--- config.mk ---
export PLATFORM = sky130hd
export DESIGN_NAME = alu_op_scheduler
export DESIGN_NICKNAME = d
export VERILOG_FILES = /design/src/rtl/alu_op_scheduler.sv
export SDC_FILE = /design/constraint.sdc
export NUM_CORES = 1
export LEC_CHECK = 0
export CAP_MARGIN = 20
export CELL_PAD_IN_SITES_DETAIL_PLACEMENT = 1
export CELL_PAD_IN_SITES_GLOBAL_PLACEMENT = 2
export CORE_MARGIN = 1.5
export CORE_UTILIZATION = 30
export CTS_BUF_LIST = sky130_fd_sc_hd__clkbuf_4
export DETAILED_ROUTE_END_ITERATION = 7
export PLACE_DENSITY_LB_ADDON = 0.1
export REMOVE_ABC_BUFFERS = 1
export SYNTH_ARGS = -nofsm -noshare
export SYNTH_HDL_FRONTEND = slang
export SYNTH_SLANG_ARGS = --single-unit
--- constraint.sdc ---
create_clock -name clk_i -period 3.15 [get_ports clk_i]
set_input_delay 0.945 -clock clk_i [delete_from_list [all_inputs] [get_ports clk_i]]
set_output_delay 0.945 -clock clk_i [all_outputs]
set_load 0.05 [all_outputs]
--- src/rtl/alu_op_scheduler.sv ---
// Sequences an operand stream through a shared multi-cycle ALU and returns the
// 32-bit accumulator to a byte-wide UART transmitter, least significant byte first.
module alu_op_scheduler #(
    parameter int unsigned TIMEOUT_CYCLES = 64
) (
    input  logic        clk_i,
    input  logic        rst_i,
    input  logic        cmd_valid_i,
    output logic        cmd_ready_o,
    input  logic [7:0]  cmd_opcode_i,
    input  logic [7:0]  cmd_count_i,
    input  logic        op_valid_i,
    output logic        op_ready_o,
    input  logic [31:0] op_data_i,
    output logic        alu_start_o,
    output logic [7:0]  alu_opcode_o,
    output logic [31:0] alu_a_o,
    output logic [31:0] alu_b_o,
    input  logic        alu_done_i,
    input  logic [31:0] alu_result_i,
    output logic [7:0]  tx_data_o,
    output logic        tx_valid_o,
    input  logic        tx_ready_i,
    output logic        busy_o,
    output logic        err_o
);

    localparam logic [7:0]  OP_ECHO  = 8'hEC;
    localparam logic [7:0]  OP_ADD32 = 8'hA0;
    localparam logic [7:0]  OP_MUL32 = 8'hA1;
    localparam logic [7:0]  OP_DIV32 = 8'hA2;
    localparam logic [15:0] TMO_LAST = 16'(TIMEOUT_CYCLES - 1);

    typedef enum logic [1:0] {
        StIdle,
        StWaitOpnd,
        StWaitAlu,
        StSend
    } state_e;

    state_e      r_state;
    logic [7:0]  r_opcode;
    logic [7:0]  r_count;
    logic [7:0]  r_opnd_cnt;
    logic [31:0] r_acc;
    logic [31:0] r_alu_a;
    logic [31:0] r_alu_b;
    logic        r_alu_start;
    logic [15:0] r_tmo;
    logic [1:0]  r_byte_idx;
    logic [7:0]  r_tx_data;
    logic        r_tx_valid;
    logic        r_err;

    logic        w_cmd_fire;
    logic        w_op_fire;
    logic        w_tx_fire;
    logic        w_supported;
    logic        w_cmd_ok;
    logic        w_no_alu;
    logic        w_last;
    logic        w_more;
    logic        w_done_ok;
    logic        w_tmo_hit;
    logic [1:0]  w_next_idx;

    assign cmd_ready_o  = (r_state == StIdle);
    assign op_ready_o   = (r_state == StWaitOpnd);
    assign busy_o       = (r_state != StIdle);
    assign alu_start_o  = r_alu_start;
    assign alu_opcode_o = r_opcode;
    assign alu_a_o      = r_alu_a;
    assign alu_b_o      = r_alu_b;
    assign tx_data_o    = r_tx_data;
    assign tx_valid_o   = r_tx_valid;
    assign err_o        = r_err;

    assign w_cmd_fire  = cmd_valid_i & cmd_ready_o;
    assign w_op_fire   = op_valid_i & op_ready_o;
    assign w_tx_fire   = r_tx_valid & tx_ready_i;
    assign w_supported = (cmd_opcode_i == OP_ECHO)  | (cmd_opcode_i == OP_ADD32) |
                         (cmd_opcode_i == OP_MUL32) | (cmd_opcode_i == OP_DIV32);
    assign w_cmd_ok    = w_supported & (cmd_count_i != 8'd0);
    // The first operand seeds the accumulator; ECHO never uses the ALU at all.
    assign w_no_alu    = (r_opnd_cnt == 8'd0) | (r_opcode == OP_ECHO);
    assign w_last      = (r_opnd_cnt == r_count - 8'd1);
    assign w_more      = (r_opnd_cnt != r_count);
    // A done coinciding with the start pulse belongs to no issued operation.
    assign w_done_ok   = alu_done_i & ~r_alu_start;
    assign w_tmo_hit   = (r_tmo == TMO_LAST);
    assign w_next_idx  = r_byte_idx + 2'd1;

    always_ff @(posedge clk_i) begin
        if (rst_i) begin
            r_state     <= StIdle;
            r_opcode    <= 8'h00;
            r_count     <= 8'h00;
            r_opnd_cnt  <= 8'h00;
            r_acc       <= 32'h0;
            r_alu_a     <= 32'h0;
            r_alu_b     <= 32'h0;
            r_alu_start <= 1'b0;
            r_tmo       <= 16'h0;
            r_byte_idx  <= 2'd0;
            r_tx_data   <= 8'h00;
            r_tx_valid  <= 1'b0;
            r_err       <= 1'b0;
        end else begin
            r_alu_start <= 1'b0;
            r_err       <= 1'b0;
            unique case (r_state)
                StIdle: begin
                    if (w_cmd_fire) begin
                        if (w_cmd_ok) begin
                            r_opcode   <= cmd_opcode_i;
                            r_count    <= cmd_count_i;
                            r_opnd_cnt <= 8'd0;
                            r_state    <= StWaitOpnd;
                        end else begin
                            r_err <= 1'b1;
                        end
                    end
                end
                StWaitOpnd: begin
                    if (w_op_fire) begin
                        r_opnd_cnt <= r_opnd_cnt + 8'd1;
                        if (w_no_alu) begin
                            r_acc <= op_data_i;
                            if (w_last) begin
                                r_state    <= StSend;
                                r_byte_idx <= 2'd0;
                                r_tx_data  <= op_data_i[7:0];
                                r_tx_valid <= 1'b1;
                            end
                        end else begin
                            r_alu_a     <= r_acc;
                            r_alu_b     <= op_data_i;
                            r_alu_start <= 1'b1;
                            r_tmo       <= 16'h0;
                            r_state     <= StWaitAlu;
                        end
                    end
                end
                StWaitAlu: begin
                    if (w_done_ok) begin
                        r_acc <= alu_result_i;
                        if (w_more) begin
                            r_state <= StWaitOpnd;
                        end else begin
                            r_state    <= StSend;
                            r_byte_idx <= 2'd0;
                            r_tx_data  <= alu_result_i[7:0];
                            r_tx_valid <= 1'b1;
                        end
                    end else if (w_tmo_hit) begin
                        r_err   <= 1'b1;
                        r_acc   <= 32'h0;
                        r_state <= StIdle;
                    end else begin
                        r_tmo <= r_tmo + 16'd1;
                    end
                end
                StSend: begin
                    if (w_tx_fire) begin
                        if (r_byte_idx == 2'd3) begin
                            r_tx_valid <= 1'b0;
                            r_tx_data  <= 8'h00;
                            r_byte_idx <= 2'd0;
                            r_state    <= StIdle;
                        end else begin
                            r_byte_idx <= w_next_idx;
                            r_tx_data  <= r_acc[{w_next_idx, 3'b000} +: 8];
                        end
                    end
                end
                default: r_state <= StIdle;
            endcase
        end
    end

endmodule

==> flow_metrics.tcl, run 1 <==
set metrics [dict create \
    ys_ff_latch 151 \
    fin_tns_setup_ns 0 \
    max_freq_mhz 335 \
    yosysWarnings 0 \
    ir_drop_uv 207 \
    grt_remaining_overflow 0 \
    grt_max_degree 70 \
    final_common_cell "nand2_1" \
    drt-wirelength-per-cell_um 17.6 \
    fp.dieH_um 156 \
    grtUsageTotal_pct 19.5 \
    cap_violations 0 \
    die_w_um 156 \
    antenna_left 0 \
    cts_setup_buffers 0 \
    rows 55 \
    syn_to_final_growth_pct 34.8 \
    htreeDepth 4 \
    wl_mm 23.3 \
    syn_avg_cell_area_um2 8.36 \
    cp_cell_sequence "inv_1 -> ha_1 -> inv_1 -> dlygate4sd2_1" \
    portBuffers 171 \
    drtIter0Drc 269 \
    holdCritStartpoint "r_acc[6]$_SDFFE_PP0P_" \
    critPathCaptureType "primary output" \
    layout-drive-gt1-share_pct 8.72 \
    cpMostUsedCell "inv_1" \
    finalSetupViolations 0 \
    vias 6599 \
    clk_pin_slew_ns 0.16 \
    report.final.slew_viol_count 0 \
    core_area_um2 22800 \
    dieArea_um2 24200 \
    r2r.worst_path.cells 9 \
    critPathArrivalTime_ns 2.04 \
    synth_edf_count 0 \
    yosysSeqAreaShare_pct 43.3 \
    clock_latency_ns 0.58 \
    finalClockSkew_ns 0.0304 \
    viasPerCell 4.98 \
    io_pins 172 \
    dp_slack_ns -0.0482 \
    critPathLaunchType "flip-flop" \
    path_class "reg2out" \
    p_per_area_nw_per_um2 491 \
    clock-sinks 151 \
    crit_start "r_state[0]$_SDFFE_PP0P_" \
    status "complete, no violations" \
    cp_top_family "buffers and inverters" \
    synth_ff_type "dfxtp_1" \
    tritoncts "built" \
    power_uw 4620 \
    slew_headroom_pct 40.4 \
    max_stage_delay_ns 0.55 \
    grt_pass1_wl_mm 36.6 \
    nNetsFinal 1091 \
    syn-cell-area_um2 6990 \
    grt_pass1_vias 6602 \
    min_path_type "reg2reg" \
    cts_inserted_buffers 17 \
    fin_crit_ns 2.98 \
    rsz0062_at_grt "false" \
    start_util_pct 30.7 \
    place.gp.congestion 0.770 \
    ys_async_sr_fraction_pct 0 \
    holdPathStages 2 \
    setup_slack_ns 0.169 \
    drc_errors 0 \
    clk_path_buf_depth 2 \
    hold_buffers 0 \
    antenna_found_initial 1 \
    post-route-period-util_pct 94.6 \
    synth_cells 836 \
    first_pass_iters 5 \
    crit_required_ns 2.20 \
    cp.buffers_inverters 3 \
    crit_slowest_cell "dlygate4sd2_1" \
    p_leak_uw 0.00331 \
    synth_cell_type_count 61 \
    cp_max_fo 5 \
    reg2reg_from "r_count[0]$_SDFFE_PP0P_" \
    worst_slew_pin_slew_ns 0.891 \
    cp.depth 4 \
    cts_root_buf "clkbuf_4" \
    hold_violations 0 \
    cts_resized 1 \
    layout_common_cells "203 x nand2_1, 167 x clkdlybuf4s50_1, 151 x dfxtp_1, 106 x a21oi_1, 55 x nor2_1" \
    dp_hpwl_mm 16.1 \
]
## synth_stat cells (all sizes together) (9+ instances only)
library cell  count  area share (%)
xnor2            10             1.3
inv              16            0.86
nand3            13            0.93
mux2i            32             4.6
o31ai            11             1.4
ha                9             1.6
nand4            11            0.98
buf              14             1.5
o2bb2ai          32             4.0
dfxtp           151              43
nand2           203              11
clkbuf           49             2.6
or4              11             1.2
a21oi           106             7.6
a311oi           10             1.3
nor2             56             3.0
## per-layer routing
metal,vias up,global-route usage (%),part of all wire (%)
met5,-,0,0
li1,3269,-,-
met3,13,6.19,6.3
met4,0,5.35,1.0
met1,3188,25.2,47
met2,129,31.1,46
## logic make-up (layout without fill, tap and decap cells)
logic type / after synthesis / count (layout) / synth area share (%)
flops: 151 / 151 / 43.3
simple gates: 338 / 338 / 21.4
compound gates: 201 / 201 / 19.4
xor+xnor: 18 / 18 / 2.26
fa+ha+maj: 9 / 9 / 1.61
other cells: 0 / 2 / 0
mux: 40 / 40 / 7.16
buf+inv: 79 / 252 / 4.98
## final cells by class
cell class	instances	area, µm²
Fill cell	2695	13400
Multi-Input combinational cell	606	3630
Sequential cell	151	3020
Timing Repair Buffer	204	2010
Tap cell	313	392
Clock inverter	14	158
Clock buffer	18	135
Inverter	16	60.1
Antenna cell	2	5.00
## worst paths after layout
kind / slack (ns) / to
setup reg to reg: 0.71 / tx_data_o[5]$_SDFFE_PP0P_
hold reg to reg: 0.46 / alu_a_o[6]$_SDFFE_PP0P_
setup / recovery: 0.17 / busy_o
hold / removal: 0.46 / alu_a_o[6]$_SDFFE_PP0P_
## state kept, by name, indices dropped and copies added, names as in the netlist
signal / cells
alu_a_o: 32
r_opnd_cnt: 8
r_byte_idx: 2
alu_start_o: 1
err_o: 1
r_tmo: 16
tx_valid_o: 1
tx_data_o: 8
alu_opcode_o: 8
r_count: 8
r_state: 2
alu_b_o: 32
r_acc: 32
## through the flow
| step | cell area (µm²) | cells | util, % | hold slack [ns] |
|---|---|---|---|---|
| after floorplan | 6700 | 773 | - | 0.435 |
| after global placement | 9120 | 1290 | 40.0 | 0.441 |
| after detailed placement | 9120 | 1290 | 40.0 | 0.446 |
| after CTS | 9410 | 1322 | 41.3 | 0.465 |
| after global routing | 9420 | 1324 | 41.3 | 0.486 |
| final | 9420 | 1324 | 41.3 | 0.462 |
## power breakdown
part           switching (µW)  internal (µW)  leakage (µW)  total [µW]
logic                     695            526       0.00194        1220
registers                95.0           2030       0.00122        2130
clock network             839            436      0.000150        1270
## worst reg2reg max path, stage by stage, from the launching register on
cell and delay (ns):
dfxtp_1 0.51, inv_1 0.08, ha_1 0.25, and2_1 0.21, o21a_1 0.19, o31a_1 0.29, o31ai_4 0.18, buf_4 0.28
a21oi_1 0.11, a311oi_1 0.23
Note: power is estimated with default switching activity, not from simulation.
==> run 2: changes to the inputs <==
--- a/config.mk
+++ b/config.mk
@@ -11,9 +11,11 @@
 export CORE_MARGIN = 1.5
 export CORE_UTILIZATION = 30
 export CTS_BUF_LIST = sky130_fd_sc_hd__clkbuf_4
+export CTS_CLUSTER_SIZE = 10
 export DETAILED_ROUTE_END_ITERATION = 7
 export PLACE_DENSITY_LB_ADDON = 0.1
 export REMOVE_ABC_BUFFERS = 1
+export SLEW_MARGIN = 10
 export SYNTH_ARGS = -nofsm -noshare
 export SYNTH_HDL_FRONTEND = slang
 export SYNTH_SLANG_ARGS = --single-unit
==> results of run 2 <==
Same layout as run 1: the final DEF is identical, and so are final timing and power.
